===== config.mk =====
export PLATFORM = sky130hd
export DESIGN_NAME = lane_width_adapter
export DESIGN_NICKNAME = d
export VERILOG_FILES = /design/src/rtl/lane_width_adapter.sv
export SDC_FILE = /design/constraint.sdc
export NUM_CORES = 1
export LEC_CHECK = 0
export CORE_AREA = 2 2 113 115
export DETAILED_ROUTE_END_ITERATION = 8
export DIE_AREA = 0 0 115 117
export GPL_ROUTABILITY_DRIVEN = 0
export SLEW_MARGIN = 5
export SYNTH_ARGS = -nofsm -noshare
export SYNTH_HDL_FRONTEND = slang
export SYNTH_SLANG_ARGS = --single-unit

===== constraint.sdc =====
create_clock -name clk -period 2.87 [get_ports clk]
set_input_delay 0.574 -clock clk [delete_from_list [all_inputs] [get_ports clk]]
set_output_delay 0.574 -clock clk [all_outputs]
set_load 0.01 [all_outputs]

===== src/rtl/lane_width_adapter.sv =====
// Multi-lane width adapter with a valid/ready handshake. Each input beat is
// converted lane by lane when it is pushed. The converted data and its
// per-lane loss mask are stored together in a small FIFO. A saturating
// counter counts the accepted beats that had at least one lossy lane.

// One lane: resize IN_W -> OUT_W and flag dropped significant bits.
module lane_width_adapter_lane #(
    parameter int IN_W  = 8,
    parameter int OUT_W = 4,
    parameter int MODE  = 0
) (
    input  logic [IN_W-1:0]  din,
    output logic [OUT_W-1:0] dout,
    output logic             lossy
);

    generate
        if (OUT_W == IN_W) begin : g_copy
            // Identical widths: pass straight through, nothing can be lost.
            always_comb begin
                dout  = din;
                lossy = 1'b0;
            end
        end else if (OUT_W < IN_W) begin : g_trunc
            logic ref_bit;
            // Truncate. The dropped bits are lossless only if every one of
            // them equals the bit the chosen mode would extend with.
            always_comb begin
                ref_bit = 1'b0;
                if (MODE == 1)
                    ref_bit = din[OUT_W-1];
                else if (MODE == 2)
                    ref_bit = din[0];
                dout  = din[OUT_W-1:0];
                lossy = (din[IN_W-1:OUT_W] != {(IN_W-OUT_W){ref_bit}});
            end
        end else begin : g_extend
            logic ext_bit;
            // Widen. The fill bit depends on the mode. Widening is never lossy.
            always_comb begin
                ext_bit = 1'b0;
                if (MODE == 1)
                    ext_bit = din[IN_W-1];
                else if (MODE == 2)
                    ext_bit = din[0];
                dout  = {{(OUT_W-IN_W){ext_bit}}, din};
                lossy = 1'b0;
            end
        end
    endgenerate

endmodule

// Top: per-lane converters, the entry FIFO, and the loss counter.
module lane_width_adapter #(
    parameter int CH    = 4,
    parameter int IN_W  = 8,
    parameter int OUT_W = 4,
    parameter int MODE  = 0,
    parameter int DEPTH = 4,
    parameter int CNT_W = 8
) (
    input  logic                           clk,
    input  logic                           rst_n,
    input  logic                           in_valid,
    output logic                           in_ready,
    input  logic [CH-1:0][IN_W-1:0]        in_data,
    output logic                           out_valid,
    input  logic                           out_ready,
    output logic [CH-1:0][OUT_W-1:0]       out_data,
    output logic [CH-1:0]                  out_lossy,
    input  logic                           loss_clr,
    output logic [CNT_W-1:0]               loss_cnt,
    output logic [$clog2(DEPTH):0]         level
);

    localparam int AW = $clog2(DEPTH);
    localparam logic [AW:0] FULL = (AW+1)'(DEPTH);

    typedef struct packed {
        logic [CH-1:0][OUT_W-1:0] data;
        logic [CH-1:0]            lossy;
    } entry_t;

    entry_t              conv;
    entry_t              mem [DEPTH];
    entry_t              last;
    entry_t              head;
    logic [AW-1:0]       wr_ptr;
    logic [AW-1:0]       rd_ptr;
    logic                push;
    logic                pop;

    genvar gi;
    generate
        for (gi = 0; gi < CH; gi++) begin : g_lane
            lane_width_adapter_lane #(
                .IN_W  (IN_W),
                .OUT_W (OUT_W),
                .MODE  (MODE)
            ) u_lane (
                .din   (in_data[gi]),
                .dout  (conv.data[gi]),
                .lossy (conv.lossy[gi])
            );
        end
    endgenerate

    // The handshake depends only on the stored occupancy. This keeps
    // in_valid off every combinational path to the outputs.
    always_comb begin
        in_ready  = (level != FULL);
        out_valid = (level != '0);
        push      = in_valid & in_ready;
        pop       = out_valid & out_ready;
    end

    // Entry storage. It is not reset because the level register decides
    // which entries are valid.
    always_ff @(posedge clk) begin
        if (push)
            mem[wr_ptr] <= conv;
    end

    // Pointers and occupancy. Reset empties the FIFO at once.
    always_ff @(posedge clk or negedge rst_n) begin
        if (!rst_n) begin
            wr_ptr <= '0;
            rd_ptr <= '0;
            level  <= '0;
        end else begin
            if (push)
                wr_ptr <= wr_ptr + 1'b1;
            if (pop)
                rd_ptr <= rd_ptr + 1'b1;
            case ({push, pop})
                2'b10:   level <= level + 1'b1;
                2'b01:   level <= level - 1'b1;
                default: level <= level;
            endcase
        end
    end

    // Remember the entry just popped so the outputs hold it while empty.
    always_ff @(posedge clk or negedge rst_n) begin
        if (!rst_n)
            last <= '0;
        else if (pop)
            last <= mem[rd_ptr];
    end

    // Show the head entry while the FIFO holds data, else the last one popped.
    always_comb begin
        head      = out_valid ? mem[rd_ptr] : last;
        out_data  = head.data;
        out_lossy = head.lossy;
    end

    // Saturating count of accepted beats with any lossy lane. Clear wins.
    always_ff @(posedge clk or negedge rst_n) begin
        if (!rst_n)
            loss_cnt <= '0;
        else if (loss_clr)
            loss_cnt <= '0;
        else if (push && (|conv.lossy) && (loss_cnt != {CNT_W{1'b1}}))
            loss_cnt <= loss_cnt + 1'b1;
    end

endmodule


# After elaboration in Yosys (flattened, before gate mapping)

Memory sizes are Yosys's and may differ from the RTL's.
Cells that the tools add are included.

Add/subtract/negate cells: 5
Equal/unequal tests: 4
Multiplexer cells: 6
Bitwise gates (word level): 2
Reductions and logical operators: 10

Operators with widths:

| cell                | count |
|---|---|
| $mux 20             | 1 |
| $mux 8              | 2 |
| $reduce_bool 4->1   | 4 |
| $add 8x1->8 const B | 1 |
| $ne 8x8->1 const B  | 1 |
| $pmux 3 s2          | 1 |
| $add 2x1->2 const B | 2 |
| $reduce_bool 2->1   | 2 |
| $reduce_or 4->1     | 1 |
| $add 3x1->3 const B | 1 |
| $ne 3x3->1 const B  | 1 |
| $reduce_bool 3->1   | 1 |
| $sub 3x1->3 const B | 1 |
| $and 1x1->1         | 2 |
| $eq 2x1->1 const B  | 1 |
| $eq 2x2->1 const B  | 1 |
| $logic_and 1x1->1   | 2 |
| $mux 1              | 2 |

Flip-flop bits (word level): 35
RAM bits: 80
Input port bits: 37
Output and inout bits: 33
Memories kept: 1

Memory list:

| name | depth | width | rd ports | clocked after Yosys merged registers in | wr ports | line | text |
|---|---|---|---|---|---|---|---|
| mem  | 4     | 20    | 1        | 0                                       | 1        | 86   | `entry_t mem [DEPTH];` |

# Longest topological paths before layout

Depth after elaboration: 6
Depth in mapped cells: 11

# Hierarchy

From an unflattened synthesis, not the netlist that was laid out.

Cell total of the unflattened synthesis: 279
Area, all modules: 4,976.0 µm²

By module, submodules not included:

| module                  | instances | cells each | area an instance (µm²) | seq. area each (µm²) |
|---|---|---|---|---|
| lane_width_adapter      | 1         | 259        | 4,825.9                | 3,278.1 |
| lane_width_adapter_lane | 4         | 5          | 37.5                   | 0.0 |

# Worst setup path after synthesis

OpenSTA, ideal clock, no wires.

Path type: reg-to-reg
Start point: register level[0]
End point: register level[2]
Setup time: 0.079 ns
Arrival: 2.240 ns
Path slack: 0.551 ns
Stages on the path, launching flop included: 12
Clock period less this slack: 2.319 ns
Path through: dfrtp_1 or3_1 clkbuf_1 and2_1 clkbuf_1 buf_2 ha_1 inv_1 fa_1 xor2_1 nor2_1 xor2_1

Word-level cells in the longest chain between the ends: 4
Elaborated cells on any way between the ends: 10

Ends and longest elaborated chain:

| item                                            | line | text |
|---|---|---|
| from (decl)                                     | 74   | `output logic [$clog2(DEPTH):0] level` |
| from (signal assigned)                          | 137  | `2'b10: level <= level + 1'b1;` |
| from (signal assigned)                          | 138  | `2'b01: level <= level - 1'b1;` |
| from (signal assigned)                          | 139  | `default: level <= level;` |
| $reduce_bool 3->1 *                             | 113  | `out_valid = (level != '0);` |
| $and 1x1->1 *                                   | 115  | `pop = out_valid & out_ready;` |
| net pop                                         | 92   | `logic pop;` |
| $eq 2x1->1 or $eq 2x2->1 (tied branches)        | 136  | `case ({push, pop})` |
| $pmux 3 s2 or $reduce_bool 2->1 (tied branches) | n/a  |  |

The timed path passes the listed nets; every way through them passes the cells marked *.
A chain may end at the register's enable or synchronous reset.

# Final worst setup path

Start point: register rd_ptr[0]
End point: output port out_lossy[3]

Word-level cells in the longest chain between the ends: 2

Ends and longest elaborated chain:

| item                   | line | text |
|---|---|---|
| from (decl)            | 90   | `logic [AW-1:0] rd_ptr;` |
| from (signal assigned) | 135  | `rd_ptr <= rd_ptr + 1'b1;` |
| $mem_v2 4x20           | n/a  |  |
| $mux 20                | 154  | `head = out_valid ? mem[rd_ptr] : last;` |
| to (decl)              | 71   | `output logic [CH-1:0] out_lossy,` |

Every way passes these cells.

==> results.md <==
- Outcome: complete, no violations
- Largest net degree at the start of global routing: 36
- Yosys Warn Count: 0
- Synth Register Bits: around 120
- GRT overflow: 0
- Max_cap viols: 0
- Worst-path clk slew: around 0.050 ns
- Area Overhead vs Synth: 33.0%
- Post-synthesis cell count: around 270
- Via count: 2674
- Ys async rst share: between 30% and 40%
- Min Tclk post-route: approximately 2.8 ns
- R2r setup slk: between 0.7 and 0.8 ns
- Die Y: roughly 120 um
- Nets: a little over 400
- Sequential share of power: 36.0%
- Avg Synthesized Cell Area: ~18 um^2
- Clock Tree Root: clkbuf_16
- Seq/Total Area, Yosys: 68.0%
- CTS sink count: roughly 120
- Main synth FF type: edfxtp_1
- # fillers: 1055
- Crit path kind: reg -> out
- Switching pwr: 1880 uW
- Final Hold Fails: 0
- Power Internal: 4830 uW
- Total iterations of the first detailed-routing run: 4
- Final Slew Violations: 0
- Fin area: between 6000 and 7000 um^2
- Worst-Skew Late Latency: approximately 0.41 ns
- HPWL after DPL: just over 6 mm
- Leak Pwr: between 0.002 and 0.0025 uW
- Via/cell ratio: between 5 and 6
- Comb power frac: 34.1%
- Worst path bufs/invs: 3
- Largest area contributor in the netlist: edfxtp_1
- Clock share of power: about 30%
- CP peak stage delay: about 0.55 ns
- First-pass GRT wire length: approximately 15 mm
- CTS tree: built
- Diodes inserted: 0
- Crit path max-delay family: multiplexers
- Top Ports: 70
- CTS H-tree lvls: 4
- Worst EP required: between 2 and 2.5 ns
- Die Wd: roughly 120 um
- Post-synth EDFFs: 80
- Setup violators final: 0
- Num CTS Buffers: 17
- Crit-path slowest cell: mux4_2
- Reg2reg start: level[0]$_DFFE_PN0P_
- Initial core utilization: between 30% and 40%
- Tot Pwr: 6710 uW
- Worst R2R Path Depth: 9
- Crit start category: register
- PwrDens: 1050 nW/um^2
- DRT iter0 DRCs: about 150
- Core area: roughly 12000 um^2
- Synthesized Nets: ~310
- FP Rows: ~40
- CP Max Fanout: 11
- Synth area leaders: edfxtp_1 (50%), dfrtp_1 (18%), mux4_2 (9.3%), mux2_1 (5.1%), mux2_2 (4.4%)
- Slew @ Worst Pin: 0.897 ns
- Vias in the first global route: about 2.8k
- Initial antenna violation count: 0
- Count leader, synth: edfxtp_1
- Fin crit share: between 90% and 100%
- Final TNS setup: 0 ns
- WL/cell: roughly 18 um
- Clock Path Buffers: 2
- Total GRT Usage: about 16%
- Post-synth top cells: edfxtp_1 (80), dfrtp_1 (35), mux2_1 (22), mux4_2 (20), mux2_2 (19)
- Switching share of power: about 28%
- Critical Path AT: about 2.2 ns
- Worst Hold Class: in -> async
- Full die area: between 10000 and 15000 um^2
- Post-route ant nets: 0
- Clock Skews: roughly 0.0066 ns
- Crit path capture type: output port
- I/O Buffers: between 60 and 70
- Slew HR: 40.2%
- Synth unique cells: 39
- Layout cells sized above 1: between 20% and 30%
- Post-Synthesis Cell Area: a little under 5000 um^2
- Achievable Freq: approximately 0.36 GHz
- Post-synth top area share: between 40% and 50%
- DRC viols: 0
- Placed cell areas: a little under 6000 um^2
- Final wirelength: between 9 and 10 mm
- RSZ-0062 raised after global routing: no
- R2R Path End: level[2]$_DFFE_PN0P_
- Critical-path cell list: buf_4, buf_12, mux4_2, mux2_2, dlygate4sd2_1
- Max VDD drop: approximately 0.00069 V
## registers in the layout, summed over array words and instances, names as in the netlist
| register | count |
|---|---|
| last | 20 |
| level | 3 |
| loss_cnt | 8 |
| mem | 80 |
| rd_ptr | 2 |
| wr_ptr | 2 |
## metal layers
layer / routed length, um / global-route usage [%] / part of all wire (%) / vias to the layer above
met3: 430 / 5.97 / 4.5 / 10
met2: 4760 / 25.3 / 50 / 59
met5: 0 / 0 / 0 / -
met4: 117 / 5.78 / 1.2 / 0
met1: 4300 / 19.7 / 45 / 1354
li1: - / - / - / 1251
## cells in the final DEF, fill, tap and decap left out, types with 3 or more instances in the layout
cell type / netlist / final
nor2b_1: 3 / 3
nor2_1: 4 / 4
inv_1: 7 / 7
nand3_1: 4 / 4
o21ai_1: 3 / 3
xnor2_1: 3 / 3
clkbuf_8: 1 / 3
buf_4: 0 / 19
ha_1: 6 / 6
clkinv_1: 1 / 3
clkinv_2: 0 / 3
or4_4: 4 / 4
clkdlybuf4s50_1: 0 / 48
clkbuf_1: 4 / 5
buf_12: 0 / 3
mux2_2: 19 / 19
xor2_1: 3 / 3
a21oi_1: 6 / 6
nor4_1: 3 / 3
and2_1: 5 / 5
dlygate4sd2_1: 0 / 19
mux4_2: 20 / 20
clkbuf_16: 0 / 17
nand2_1: 4 / 4
or4_1: 3 / 3
mux2_1: 22 / 22
dfrtp_1: 35 / 33
edfxtp_1: 80 / 80
## what timing repair did
item                                    in CTS  in global routing
gates resized for setup                     23                  1
gates cloned                                 1                  0
endpoints found under the setup margin      20                  1
setup buffers                                3                  1
hold buffers                                 0                  0
## through the flow
step                setup slack (ns)  util, %  cells  hold slack (ns)
global route                  0.0112     52.1    527            0.368
floorplan                      0.551        -    265            0.278
CTS                          0.00623     52.0    526            0.324
finish                        0.0902     52.1    527            0.292
detailed placement             0.177     47.1    490            0.471
global placement               0.202     47.1    490            0.461
## worst max-delay path by stage
stage,start,end,slack (ns),cells after the start
4_1_cts,rd_ptr[0]$_DFFE_PN0P_,out_data[2],0.006,6
2_1_floorplan,level[0]$_DFFE_PN0P_,level[2]$_DFFE_PN0P_,0.55,11
6_report,rd_ptr[0]$_DFFE_PN0P_,out_lossy[3],0.09,5
5_1_grt,rd_ptr[0]$_DFFE_PN0P_,out_lossy[0],0.01,5
3_5_place_dp,in_data[21],loss_cnt[7]$_DFFE_PN0P_,0.18,6
3_3_place_gp,in_data[21],loss_cnt[2]$_DFFE_PN0P_,0.20,5
## cells by family after synthesis
| group | after synthesis | share of synthesized area [%] |
|---|---|---|
| AOI/OAI and AO/OA | 16 | 2.10 |
| buffers and inverters | 20 | 1.89 |
| muxes | 63 | 19.4 |
| and+or+nand+nor | 38 | 5.53 |
| DFF | 115 | 68.0 |
| adders and majority gates | 7 | 1.97 |
| xor gates and xnor gates | 6 | 1.09 |
## layout make-up
class                   count  area, um^2  area share, %
clock buffers              25         485           7.57
well taps                 150         188           2.93
repair buffers             92         892           13.9
flip-flops and latches    115        3280           51.2
clock inverters             7        82.6           1.29
multi-input cells         130        1450           22.7
inverters                   8        30.0          0.468
## power groups by stage
stage / logic [uW] / registers [uW] / clock network [uW]
6_report: 2290 / 2420 / 2010
3_3_place_gp: 2360 / 2420 / 0
5_1_grt: 2490 / 2470 / 2110
2_1_floorplan: 1350 / 2400 / 0
3_5_place_dp: 2380 / 2450 / 0
4_1_cts: 2330 / 2430 / 2060
## worst register-to-register path: stages (launching register included)
cell     delay, ns
dfrtp_1       0.43
nor3b_2       0.38
nor2_1        0.14
inv_1         0.09
ha_1          0.17
inv_1         0.06
fa_1          0.37
xor2_1        0.15
nor2_1        0.11
xor2_1        0.15
No activity file was read; power rests on OpenSTA's default activity.
